$ cat config.mk
export PLATFORM = sky130hd
export DESIGN_NAME = hilo_acc_unit
export DESIGN_NICKNAME = d
export VERILOG_FILES = /design/src/rtl/hilo_acc_unit.sv
export SDC_FILE = /design/constraint.sdc
export NUM_CORES = 1
export LEC_CHECK = 0
export ABC_CLOCK_PERIOD_IN_PS = 5650
export BUFFER_PORTS_ARGS = -buffer_cell sky130_fd_sc_hd__buf_2
export CAP_MARGIN = 20
export CELL_PAD_IN_SITES_DETAIL_PLACEMENT = 0
export CELL_PAD_IN_SITES_GLOBAL_PLACEMENT = 2
export CORE_ASPECT_RATIO = 2
export CORE_UTILIZATION = 25
export DETAILED_ROUTE_END_ITERATION = 6
export PLACE_DENSITY = 0.7
export SYNTH_ARGS = -nofsm -noshare
export SYNTH_HDL_FRONTEND = slang
export SYNTH_SLANG_ARGS = --single-unit
$ cat constraint.sdc
create_clock -name Clk -period 5.65 [get_ports Clk]
set_input_delay 0.8475 -clock Clk [delete_from_list [all_inputs] [get_ports Clk]]
set_output_delay 0.8475 -clock Clk [all_outputs]
set_load 0.03 [all_outputs]
$ cat src/rtl/hilo_acc_unit.sv
// HI/LO register pair for the multiply datapath: load, accumulate (optionally split
// into a low-half and a high-half cycle), direct writes and clear.
//
// state  | meaning
// IDLE   | ready for a new op; Hi/Lo coherent
// ACC_LO | captured product being added to / subtracted from Lo
// ACC_HI | high half plus carry/borrow being applied to Hi
module hilo_acc_unit #(
  parameter int W         = 32,
  parameter bit SPLIT_ACC = 1'b1
) (
  input  logic           Clk,
  input  logic           Reset,
  input  logic           OpValid,
  input  logic [2:0]     OpCode,
  input  logic [2*W-1:0] Product,
  input  logic [W-1:0]   WrData,
  output logic           OpReady,
  output logic           Busy,
  output logic           Done,
  output logic [W-1:0]   Hi,
  output logic [W-1:0]   Lo
);

  typedef enum logic [1:0] {IDLE, ACC_LO, ACC_HI} state_t;

  localparam logic [2:0] OP_LOAD = 3'd1;
  localparam logic [2:0] OP_MADD = 3'd2;
  localparam logic [2:0] OP_MSUB = 3'd3;
  localparam logic [2:0] OP_MTHI = 3'd4;
  localparam logic [2:0] OP_MTLO = 3'd5;
  localparam logic [2:0] OP_CLR  = 3'd6;

  state_t         state;
  logic [2*W-1:0] prod_q;
  logic           sub_q;
  logic           cy_q;
  logic           accept;
  logic [W:0]     lo_sum;
  logic [W-1:0]   hi_sum;
  logic [2*W-1:0] full_sum;

  assign Busy    = (state != IDLE);
  assign OpReady = ~Busy;
  assign accept  = OpValid & (state == IDLE);

  // Top bit of the widened low-half result is the carry (add) or borrow (sub).
  always_comb begin
    lo_sum = '0;
    hi_sum = '0;
    if (sub_q) begin
      lo_sum = {1'b0, Lo} - {1'b0, prod_q[W-1:0]};
      hi_sum = Hi - prod_q[2*W-1:W] - {{(W-1){1'b0}}, cy_q};
    end else begin
      lo_sum = {1'b0, Lo} + {1'b0, prod_q[W-1:0]};
      hi_sum = Hi + prod_q[2*W-1:W] + {{(W-1){1'b0}}, cy_q};
    end
  end

  always_comb begin
    full_sum = '0;
    if (OpCode == OP_MSUB) full_sum = {Hi, Lo} - Product;
    else                   full_sum = {Hi, Lo} + Product;
  end

  always_ff @(posedge Clk or posedge Reset) begin
    if (Reset) begin
      state  <= IDLE;
      Hi     <= '0;
      Lo     <= '0;
      prod_q <= '0;
      sub_q  <= 1'b0;
      cy_q   <= 1'b0;
      Done   <= 1'b0;
    end else begin
      Done <= 1'b0;
      case (state)
        IDLE: begin
          if (accept) begin
            case (OpCode)
              OP_LOAD: begin
                Hi   <= Product[2*W-1:W];
                Lo   <= Product[W-1:0];
                Done <= 1'b1;
              end
              OP_MADD, OP_MSUB: begin
                if (SPLIT_ACC) begin
                  prod_q <= Product;
                  sub_q  <= (OpCode == OP_MSUB);
                  state  <= ACC_LO;
                end else begin
                  Hi   <= full_sum[2*W-1:W];
                  Lo   <= full_sum[W-1:0];
                  Done <= 1'b1;
                end
              end
              OP_MTHI: begin
                Hi   <= WrData;
                Done <= 1'b1;
              end
              OP_MTLO: begin
                Lo   <= WrData;
                Done <= 1'b1;
              end
              OP_CLR: begin
                Hi   <= '0;
                Lo   <= '0;
                Done <= 1'b1;
              end
              default: ;
            endcase
          end
        end
        ACC_LO: begin
          Lo    <= lo_sum[W-1:0];
          cy_q  <= lo_sum[W];
          state <= ACC_HI;
        end
        ACC_HI: begin
          Hi    <= hi_sum;
          state <= IDLE;
          Done  <= 1'b1;
        end
        default: state <= IDLE;
      endcase
    end
  end

endmodule

; ---- Word level (Yosys, flattened, before mapping)
; Index checks and enable logic that the tools add are counted.
[word_totals]
ff_bits = 133
input_bits = 102
output_inout_bits = 67
elab_cells = 51
[classes]
n_addsub = 6
n_eq_ne = 12
n_mux = 14
bitwise = 2
reduce_logical = 10
[op_table]
columns = cell, count
row1 = $pmux 32 s3, 2
row2 = $pmux 32 s2, 2
row3 = $mux 32, 3
row4 = $add 32x32->33, 1
row5 = $mux 33, 1
row6 = $sub 32x32->33, 1
row7 = $add 32x1->32, 1
row8 = $add 32x32->32, 1
row9 = $sub 32x1->32, 1
row10 = $sub 32x32->32, 1
row11 = $eq 3x3->1 const B, 3
row12 = $reduce_and 3->1, 3
row13 = $ne 4x1->1 const B, 2
row14 = $eq 3x2->1 const B, 2
row15 = $reduce_bool 2->1, 3
row16 = $mux 2, 2
row17 = $pmux 2 s2, 1
row18 = $reduce_or 4->1, 1
row19 = $eq 3x1->1 const B, 1
row20 = $eq 2x1->1 const B, 1
row21 = $eq 2x2->1 const B, 1
row22 = $logic_not 2->1, 1
row23 = $mux 1, 2
row24 = $ne 2x1->1 const B, 1
row25 = 6 further kinds, 6

; ---- Logic depth before layout (Yosys ltp)
[depth]
ltp_word = 5
ltp_mapped = 19
ltp_nobuf = 18

; ---- Worst setup path before layout
; No wires, ideal clock.
[synth_path]
kind = reg-to-reg
from = register prod_q[2]
to = register cy_q
setup_time_ps = 122
arrival_time_ps = 4013
t_required_ps = 5528
path_slack_ps = 1515
stages_incl_launch_ff = 17
n_path_buf = 2
period_less_slack_ps = 4135
path_cell_list = dfrtp_1 -> or4_4 -> nor4_1 -> and2_0 -> buf_2 -> a21oi_1 -> xnor2_1 -> ha_1 -> clkbuf_1 -> nand4_1 -> or3_1 -> nor4b_1 -> o311ai_0 -> a31oi_1 -> nand2_1 -> mux2i_1 -> a2111oi_1
[synth_via]
elab_chain_len = 2
word_cells_on_any_way = 3
cone_classes = 2 x add/sub / 1 x mux
[synth_lines]
columns = item, line_no
row1 = from (decl), 35  ; logic [2*W-1:0] prod_q;
row2 = from (signal assigned), 88  ; prod_q <= Product;
row3 = $add 32x32->33 or $sub 32x32->33 (tied branches), "55, 52"
row4 = $mux 33 (*), 51  ; if (sub_q) begin
row5 = to (signal assigned), 116  ; cy_q <= lo_sum[W];
row6 = to (decl), 37  ; logic cy_q;
; Every way passes the cells marked *; elsewhere a longest branch is shown, timed or not.
; A chain may end at the register's enable or synchronous reset.

; ---- Final worst setup path
; Ends and elaborated chain as after synthesis.

==> key figures <==
Global routing
  – Largest net degree at the start of global routing: 96
  – Total grt overflow: 0
  – First-pass GRT wire length: 75500 um
  – Initial antenna violation count: 1
  – Tot GR Track Use: about a fifth
  – Number of global-route vias before repair: roughly 13000

Synth
  – Number of synthesized flops with an enable pin: 0
  – FFs w/ async S/R, synth: 100%
  – Synthesis-stage register bit count: 133
  – Syn nets: 1786
  – Distinct cell type count after synthesis: 75
  – Avg Cell Area, Syn: 8.18 um2
  – Synth warn: 0
  – Most used DFF post-synth: dfrtp_1
  – Post-synthesis cell count: between 1500 and 2000
  – Sequential area share after synthesis: 26.1%
  – Mapped Area: 12700 um2

STA
  – Rel. slew slack: between 20% and 30%
  – Endpoints failing setup: 0
  – Final Max Tran Viols: 0
  – Unrepaired setup endpoints after global routing: no
  – Fmax: roughly 190 MHz
  – Setup TNS: 0 ns
  – Period minus WS final: 5.15 ns
  – Tcrit/Tclk final: 91.1%
  – Fin. Hold Viols: 0
  – Actual slew at the worst max-slew pin: 1.09 ns
  – Clock Skews: 0.0125 ns

Route
  – Routed Antenna Nets: 0
  – Via density: 5.16
  – Starting DRT DRC Count: 569
  – DRC: 0
  – Pre-antenna DRT Iters: 5
  – Vias: 12078
  – Drt wl/cell: 21.3 um
  – Post-Route WL: about 50000 um

Clock tree
  – Post_cts resized: 0
  – Worst-path clk slew: roughly 0.07 ns
  – Max H-tree Level: 4
  – Root Driver: clkbuf_16
  – Hold Buf Count CTS: 0
  – CTS tree: yes
  – Clock Sinks: 133
  – Num CTS Buffers: 17
  – Post-CTS setup buffer count: 0
  – Skew-Pair Late Insertion Delay: approximately 0.46 ns
  – Max Buffers Root-to-Sink: 2

Cells and area
  – P&R area growth vs syn: 16.0%
  – Layout cell share with drive strength beyond 1: 17.5%
  – Commonest non-fill, non-tap cell in the layout: buf_2
  – Ant diodes: 0
  – Fillers: 5518
  – Fin nets: 1907
  – Most frequent cells in the layout: buf_2, a21oi_1, dfrtp_1

Worst setup path
  – CP max stage delay: 0.63 ns
  – CP endpoint kind: flop
  – Setup CP Type: reg2reg
  – Worst EP arrival: 5.48 ns
  – Critical-path cell list: or4_4, nor4_1, and2_0, a21oi_1, xnor2_1, ha_1, nand4_1, or3_1, nor4b_1, o311ai_0, a31oi_1, nand2_1, mux2i_1, a2111oi_1
  – CP top delay family: simple AND/OR/NAND/NOR gates
  – Critical path buffers and inverters: 0
  – Peak fanout along the critical path: 8
  – Slowest stage cell, crit path: nor4b_1
  – WP data required: 5.98 ns
  – Worst setup SP type: flop

Floorplan
  – Total die area: 51900 um2
  – DIE HEIGHT: 321 um
  – Core Area: approximately 50000 um2
  – Die Wd: roughly 160 um
  – Std-Cell Rows: 116
  – IO Count: 169
  – Initial core utilization: about a quarter

Power and ir drop
  – Clock power frac: about 14%
  – Overall Power: approximately 8.3 mW
  – Pwr Density: 564 nW/um2
  – Maximum VDD drop: between 0.15 and 0.2 mV
  – Internal power: 4.04 mW
  – Psw: around 4.3 mW
  – Sw Share: 51.4%
  – Combinational group share of total power: 68.0%
  – Pleak: 6.57 nW
  – Part of the power in registers: 18.5%

Run
  – Max-cap viol count: 0

Placement
  – RD Place Congestion: 0.910
  – Post-DP HPWL: 40100 um
  – # port buffers: 168

Outcome
  – Outcome: complete, no violations

Worst hold path
  – Worst hold-check path type: reg2reg
cells by family (layout without fill, tap and decap cells):
family          after synthesis  in the layout  synth area share, %
mux                          63             63                 5.47
simple gates                399            399                 15.8
buf+inv                     208            342                 6.14
fa+ha+maj                   128            128                 12.9
compound gates              513            513                 25.8
flops                       133            133                 26.1
xor+xnor                    112            112                 7.70
synthesized netlist by cell type, drive strengths merged, types with 21 or more instances:
master,count,area [um2]
xnor2,89,780
a31oi,21,138
nor3,48,240
nor3b,33,259
xor2,23,201
nand2,112,428
ha,123,1540
a21o,42,315
dfrtp,133,3330
mux2,53,597
clkbuf,72,270
o21ai,112,561
a211oi,33,248
inv,128,480
a22oi,21,158
nor2,97,364
a21oi,158,795
power groups by stage:
stage | Combinational (mW) | Sequential, mW | Clock [mW]
5_1_grt | 6.25 | 1.59 | 1.18
6_report | 5.66 | 1.54 | 1.12
3_3_place_gp | 5.65 | 1.56 | 0
2_1_floorplan | 3.90 | 1.74 | 0
4_1_cts | 5.68 | 1.55 | 1.16
3_5_place_dp | 5.64 | 1.57 | 0
path summary, 6_finish.rpt:
check,from,to,slack (ns),cells after the start
worst max-delay path,prod_q[2],cy_q,0.50,14
worst min-delay path,Lo[21],Lo[21],0.53,2
worst max register to register,prod_q[2],cy_q,0.50,14
worst min register to register,Lo[21],Lo[21],0.53,2
max in group asynchronous,Reset,sub_q,3.83,3
min in group asynchronous,Reset,Lo[1],0.56,2
cell type report:
cell class,count,area [um2],share of cell area (%)
clock buffer,21,460,3.12
clock inverter,11,101,0.686
inverter,128,485,3.29
multi-input combinational,1215,8630,58.5
sequential,133,3330,22.5
tap,649,812,5.50
timing repair buffer,182,946,6.41
per-stage QoR:
stage | worst slack (ns) | hold WS [ns] | std cells | area, um2 | utilization, %
2_1_floorplan | 1.25 | 0.482 | 1556 | 12700 | -
3_3_place_gp | 0.522 | 0.511 | 2307 | 14200 | 28.3
3_5_place_dp | 0.418 | 0.516 | 2307 | 14200 | 28.3
4_1_cts | 0.443 | 0.531 | 2339 | 14800 | 29.4
5_1_grt | 0.132 | 0.541 | 2339 | 14800 | 29.4
6_report | 0.500 | 0.525 | 2339 | 14800 | 29.4
registers in the layout, indices dropped and copies added, names as in the netlist:
name / count
cy_q: 1
Hi: 32
Lo: 32
prod_q: 64
sub_q: 1
state: 2
Done: 1
worst reg2reg max path, stage by stage (launching register included):
cell and delay [ns]:
dfrtp_1 0.44, or4_4 0.58, nor4_1 0.56, and2_0 0.44
a21oi_1 0.14, xnor2_1 0.17, ha_1 0.42, nand4_1 0.14
or3_1 0.39, nor4b_1 0.63, o311ai_0 0.27, a31oi_1 0.30
nand2_1 0.11, mux2i_1 0.12, a2111oi_1 0.33
layer usage:
layer / global-route usage (%) / wire length, um / vias up
met5: 0 / 0 / -
met4: 9.41 / 2020 / 0
met3: 1.88 / 1270 / 82
met2: 37.9 / 27600 / 275
met1: 20.4 / 19000 / 5869
li1: - / - / 5852
Note: power is estimated with default switching activity, not from simulation.
